==> config.mk <==
export PLATFORM = sky130hd
export DESIGN_NAME = encoder32_5_pending_flat
export DESIGN_NICKNAME = d
export VERILOG_FILES = /design/src/rtl/encoder32_5_pending_if.sv /design/src/rtl/encoder32_5_pending.sv /design/src/flat_wrapper.sv
export SDC_FILE = /design/constraint.sdc
export NUM_CORES = 1
export LEC_CHECK = 0
export BUFFER_PORTS_ARGS = -buffer_cell sky130_fd_sc_hd__buf_2
export CAP_MARGIN = 30
export CORE_ASPECT_RATIO = 0.9
export CORE_MARGIN = 5
export CORE_UTILIZATION = 50
export DETAILED_ROUTE_END_ITERATION = 6
export GPL_ROUTABILITY_DRIVEN = 0
export GPL_TIMING_DRIVEN = 1
export MAX_ROUTING_LAYER = met4
export PLACE_DENSITY = 0.78
export SLEW_MARGIN = 10
export SYNTH_ARGS = -nofsm -noshare
export SYNTH_HDL_FRONTEND = slang
export SYNTH_SLANG_ARGS = --single-unit
==> constraint.sdc <==
create_clock -name clk -period 6.7 [get_ports clk]
set_input_delay 1.005 -clock clk [delete_from_list [all_inputs] [get_ports clk]]
set_output_delay 1.005 -clock clk [all_outputs]
set_load 0.05 [all_outputs]
==> src/rtl/encoder32_5_pending_if.sv <==
`default_nettype none
// ============================================================================
//  Module      : encoder32_5_pending_if
//  Description : Request/handshake bundle for the 32-to-5 pending encoder.
//                Signals:
//                  Req[31:0]     request pulses into the encoder
//                  Ack           consumer accepts the presented index
//                  Out[4:0]      presented binary index
//                  Valid         Out holds a live request
//                  Pending[31:0] pending-request vector
//                  Any           OR of Pending
//                Modports:
//                  master : the requester/consumer side (drives Req, Ack)
//                  slave  : the encoder side (drives Out, Valid, Pending, Any)
//  Revision    : 1.0  initial release
// ============================================================================
interface encoder32_5_pending_if;
   logic [31:0] Req;
   logic        Ack;
   logic [4:0]  Out;
   logic        Valid;
   logic [31:0] Pending;
   logic        Any;

   modport master (
      output Req,
      output Ack,
      input  Out,
      input  Valid,
      input  Pending,
      input  Any
   );

   modport slave (
      input  Req,
      input  Ack,
      output Out,
      output Valid,
      output Pending,
      output Any
   );
endinterface
`default_nettype wire

==> src/rtl/encoder32_5_pending.sv <==
`default_nettype none
// ============================================================================
//  Module      : encoder32_5_pending
//  Description : Sequential 32-to-5 priority encoder with a pending-request
//                register. Request pulses are latched into Pending and issued
//                one at a time, lowest index first, under a Valid/Ack
//                handshake. A presented index is never pre-empted.
//                Ports:
//                  clk    : rising-edge clock
//                  reset  : synchronous active-high reset
//                  bus    : slave side of encoder32_5_pending_if
//                           (Req, Ack in; Out, Valid, Pending, Any out)
//  Revision    : 1.0  initial release
// ============================================================================
module encoder32_5_pending (
   input  wire                          clk,
   input  wire                          reset,
   encoder32_5_pending_if.slave         bus
);

   typedef enum logic [0:0] {
      S_IDLE    = 1'b0,
      S_PRESENT = 1'b1
   } state_t;

   state_t      state_q;
   logic [31:0] pending_q;
   logic [31:0] pending_d;
   logic [4:0]  out_q;
   logic        valid_q;

   logic [31:0] clr_w;
   logic [31:0] masked_w;
   logic [4:0]  sel_w;
   logic        have_w;

   // Selection works on the registered vector minus the bit being acked, so
   // the current cycle's Req never competes; it only lands in pending_d.
   always_comb begin
      clr_w = '0;
      if (valid_q && bus.Ack) begin
         clr_w = 32'd1 << out_q;
      end
      masked_w  = pending_q & ~clr_w;
      pending_d = masked_w | bus.Req;   // a re-request beats the clear
      have_w    = |masked_w;
      sel_w     = 5'd0;
      // Scan high to low so the lowest set index is the last one written.
      for (int i = 31; i >= 0; i--) begin
         if (masked_w[i]) begin
            sel_w = 5'(i);
         end
      end
   end

   always_ff @(posedge clk) begin
      if (reset) begin
         state_q   <= S_IDLE;
         pending_q <= '0;
         out_q     <= 5'd0;
         valid_q   <= 1'b0;
      end else begin
         pending_q <= pending_d;
         case (state_q)
            S_IDLE: begin
               if (have_w) begin
                  out_q   <= sel_w;
                  valid_q <= 1'b1;
                  state_q <= S_PRESENT;
               end
            end
            S_PRESENT: begin
               // Without Ack the presented index is held regardless of any
               // newly arriving lower-numbered request.
               if (bus.Ack) begin
                  if (have_w) begin
                     out_q   <= sel_w;
                  end else begin
                     valid_q <= 1'b0;
                     state_q <= S_IDLE;
                  end
               end
            end
            default: begin
               state_q <= S_IDLE;
               valid_q <= 1'b0;
            end
         endcase
      end
   end

   assign bus.Out     = out_q;
   assign bus.Valid   = valid_q;
   assign bus.Pending = pending_q;
   assign bus.Any     = |pending_q;

endmodule
`default_nettype wire

==> src/flat_wrapper.sv <==
// flat-port wrapper written by rule: the top's interface ports become plain ports
module encoder32_5_pending_flat 
  (clk, reset, bus_Req, bus_Ack, bus_Out, bus_Valid, bus_Pending, bus_Any);
  encoder32_5_pending_if bus_i ();
  input  wire clk;
  input  wire reset;
  input wire logic [$bits(bus_i.Req)-1:0] bus_Req;
  input wire logic [$bits(bus_i.Ack)-1:0] bus_Ack;
  output wire logic [$bits(bus_i.Out)-1:0] bus_Out;
  output wire logic [$bits(bus_i.Valid)-1:0] bus_Valid;
  output wire logic [$bits(bus_i.Pending)-1:0] bus_Pending;
  output wire logic [$bits(bus_i.Any)-1:0] bus_Any;
  assign bus_i.Req = bus_Req;
  assign bus_i.Ack = bus_Ack;
  assign bus_Out = bus_i.Out;
  assign bus_Valid = bus_i.Valid;
  assign bus_Pending = bus_i.Pending;
  assign bus_Any = bus_i.Any;
  encoder32_5_pending u_core (.clk(clk), .reset(reset), .bus(bus_i));
endmodule
==> impl_results.md <==
* Status: finished clean
* H-tree depth at 2
* Worst setup path startpoint: bus_Ack
* Ys Warns at 0
* Final HPWL DP at 5900 um
* Crit Path Max Fanout at 11
* RSZ-0062 raised after global routing: no
* Initial antenna violation count at 0
* Hold buffers post-CTS at 0
* Synth area leader: dfxtp_1
* Vias at 2871
* Clk pin slew, worst setup/hold paths at ~0.080 ns
* Worst skew pair latency at between 0.3 and 0.4 ns
* Drc violations at 0
* Yosys top cell area share at 31.2%
* Layout Utilization at between 60% and 70%
* Final setup TNS at 0 ns
* Worst endpoint data arrival time at 3.51 ns
* Starting Density at 51.7%
* Placed Cells at between 400 and 500
* Req. time, crit path at 6.89 ns
* Final slew viol count at 0
* Sequential Power Share at 44.0%
* Leakage power at 0.00120 uW
* CTS tree: built
* Syn avg cell area at 7.60 sq um
* Hold Fails Final Rpt at 0
* Layout area overhead at 17.3%
* Root buf cell: clkbuf_8
* Largest net degree at the start of global routing at 42
* Peak VDD IR at 134 uV
* Max_cap viols at 0
* Cell row count at 24
* Slew @ Worst Pin at 0.726 ns
* Setup CP Type: input pin to flop
* Count of flip-flops with a built-in enable after synthesis at 0
* Clock network power share at 25.7%
* CTS resizes at 0
* Final period util at 49.6%
* Final WL at 8070 um
* Switch Pwr at approximately 250 uW
* Layout cells sized above 1 at around 25%
* Chip height at 77.1 um
* Net Sw Frac at 39.5%
* Post-Syn Instances at 329
* GR Overflow Total at 0
* First-pass GRT wire length at 12700 um
* Synth cell types at 57
* Clock skew at 0.00554 ns
* FMAX at 301 MHz
* Fin nets at 425
* Gate power share at 30.3%
* Cell-internal power at 381 uW
* Port bufs at 73
* Boundary Pins at 74
* Vias in the first global route at between 2k and 3k
* Syn nets at 364
* Sequential share of the synthesized area at 31.2%
* Final setup viols at 0
* Synth Register Bits at 39
* Num Clock Sinks at 39
* Worst Hold Class: flop to flop
* ANT nets after route at 0
* Ys flop type: dfxtp_1
* DR pass1 iterations at 5
* Die Area at roughly 6500 sq um
* WL/cell at roughly 18 um
* Non-filler instance count after layout at between 400 and 500
* Synth async-reset ratio at 0%
* Synth Cell Area at 2500 sq um
* Critical path endpoint category: flop
* Iteration-0 DRC Markers at 354
* Pwr/cell area at roughly 220 nW/um^2
* RR Startpoint: u_core.bus.Out[2]$_SDFFE_PP0P_
* Hold Startpoint: u_core.bus.Pending[28]$_SDFF_PP0_
* CP Launch Type: input pin
* Rel. slew slack at 51.5%
* Leading cell types by total area after synthesis: dfxtp_1, nor2_1, a21oi_1
* DR vias/cell at approximately 6.3
* Gr usage total at 24.6%
* Max Root-Sink Buffers at 2
* Core area at 4830 sq um
* Crit path time final at ~3.3 ns
* Die width at 84.5 um
* Post-CTS setup buffer count at 0
* ANT cells at 0
* Cts bufs inserted at 5
==> routing by layer <==
metal / GRT usage [%] / vias to the layer above / part of all wire [%]
li1: - / 1348 / -
met1: 32.4 / 1291 / 43
met5: - / - / 0
met4: 9.81 / 0 / 2.6
met3: 6.22 / 24 / 12
met2: 36.0 / 208 / 43
==> registers in the layout, summed over array words and instances (netlist names) <==
signal	cells
u_core.state_q	1
u_core.bus.Valid	1
u_core.bus.Out	5
u_core.bus.Pending	32
==> critical path, cell delays in order <==
cell and delay (ns):
buf_2 0.15, nand4b_1 0.43, o31a_1 0.52, or3_1 0.42, or4_4 0.55, nor2_4 0.19, or3_1 0.15, o32ai_1 0.09
==> layout by cell type (no fill, tap or decap), types with 3 or more instances in the layout <==
cell / count
o21a_1: 8
dfxtp_1: 39
inv_1: 20
or3_1: 6
o21ai_1: 4
or2_2: 9
nor4_1: 14
nand2b_1: 13
o31a_1: 4
nand3_1: 4
buf_2: 73
nand4b_1: 3
a31oi_1: 3
nand4_1: 3
nand3b_1: 3
o31ai_1: 4
or2_1: 4
a21oi_1: 30
o21ai_0: 22
o41ai_1: 3
o22ai_1: 8
nor2_1: 42
nand2_1: 11
a211oi_1: 6
clkbuf_8: 5
o32ai_1: 9
==> cells by family (layout without fill, tap and decap cells) <==
| kind of cell | count (synthesis) | after routing | share of synthesized area (%) |
|---|---|---|---|
| AND/OR/NAND/NOR | 127 | 127 | 28.0 |
| multiplexers | 4 | 4 | 1.75 |
| AO/OA/AOI/OAI | 118 | 118 | 31.5 |
| flip-flops | 39 | 39 | 31.2 |
| buffers and inverters | 41 | 103 | 7.46 |
==> synth_stat cells (3+ instances only) <==
cell	n
nor2_1	42
dfxtp_1	39
a21oi_1	30
o21ai_0	22
inv_1	20
nor4_1	14
nand2b_1	13
nand2_1	11
clkbuf_1	10
o32ai_1	9
or2_2	9
o21a_1	8
o22ai_1	8
a211oi_1	6
or3_1	6
buf_2	5
nand3_1	4
o21ai_1	4
o31a_1	4
o31ai_1	4
or2_1	4
a31oi_1	3
buf_6	3
nand3b_1	3
nand4_1	3
nand4b_1	3
o41ai_1	3
==> power by group through the flow <==
stage          clock network [uW]  registers [uW]  logic (uW)
6_report                      162             277         191
5_1_grt                       175             280         204
4_1_cts                       164             276         189
3_5_place_dp                    0             281         188
3_3_place_gp                    0             280         186
2_1_floorplan                   0             327        91.6
==> worst paths after layout <==
| path | slack (ns) | end | depth (start not counted) |
|---|---|---|---|
| min | 0.55 | u_core.bus.Pending[28]$_SDFF_PP0_ | 2 |
| max | 3.38 | u_core.bus.Out[0]$_SDFFE_PP0P_ | 8 |
| max reg2reg | 3.50 | u_core.bus.Out[0]$_SDFFE_PP0P_ | 7 |
| min reg2reg | 0.55 | u_core.bus.Pending[28]$_SDFF_PP0_ | 2 |
==> final cells by class <==
| class | count | area (sq um) |
|---|---|---|
| fill | 461 | 1900 |
| clock inverter | 2 | 12.5 |
| inverter | 21 | 78.8 |
| clock buffer | 6 | 72.6 |
| timing repair buffer | 74 | 373 |
| multi-input combinational | 249 | 1530 |
| tap | 65 | 81.3 |
| sequential | 39 | 781 |
==> stage by stage <==
stage / setup slack (ns) / instance area (sq um) / power, uW / hold slack [ns]
floorplan: 3.62 / 2500 / 419 / 0.519
global placement: 3.22 / 2850 / 466 / 0.534
detailed placement: 3.13 / 2850 / 469 / 0.534
CTS: 3.43 / 2930 / 629 / 0.549
global route: 3.26 / 2930 / 659 / 0.578
finish: 3.38 / 2930 / 631 / 0.555
Power figures use the tool's default switching activity.
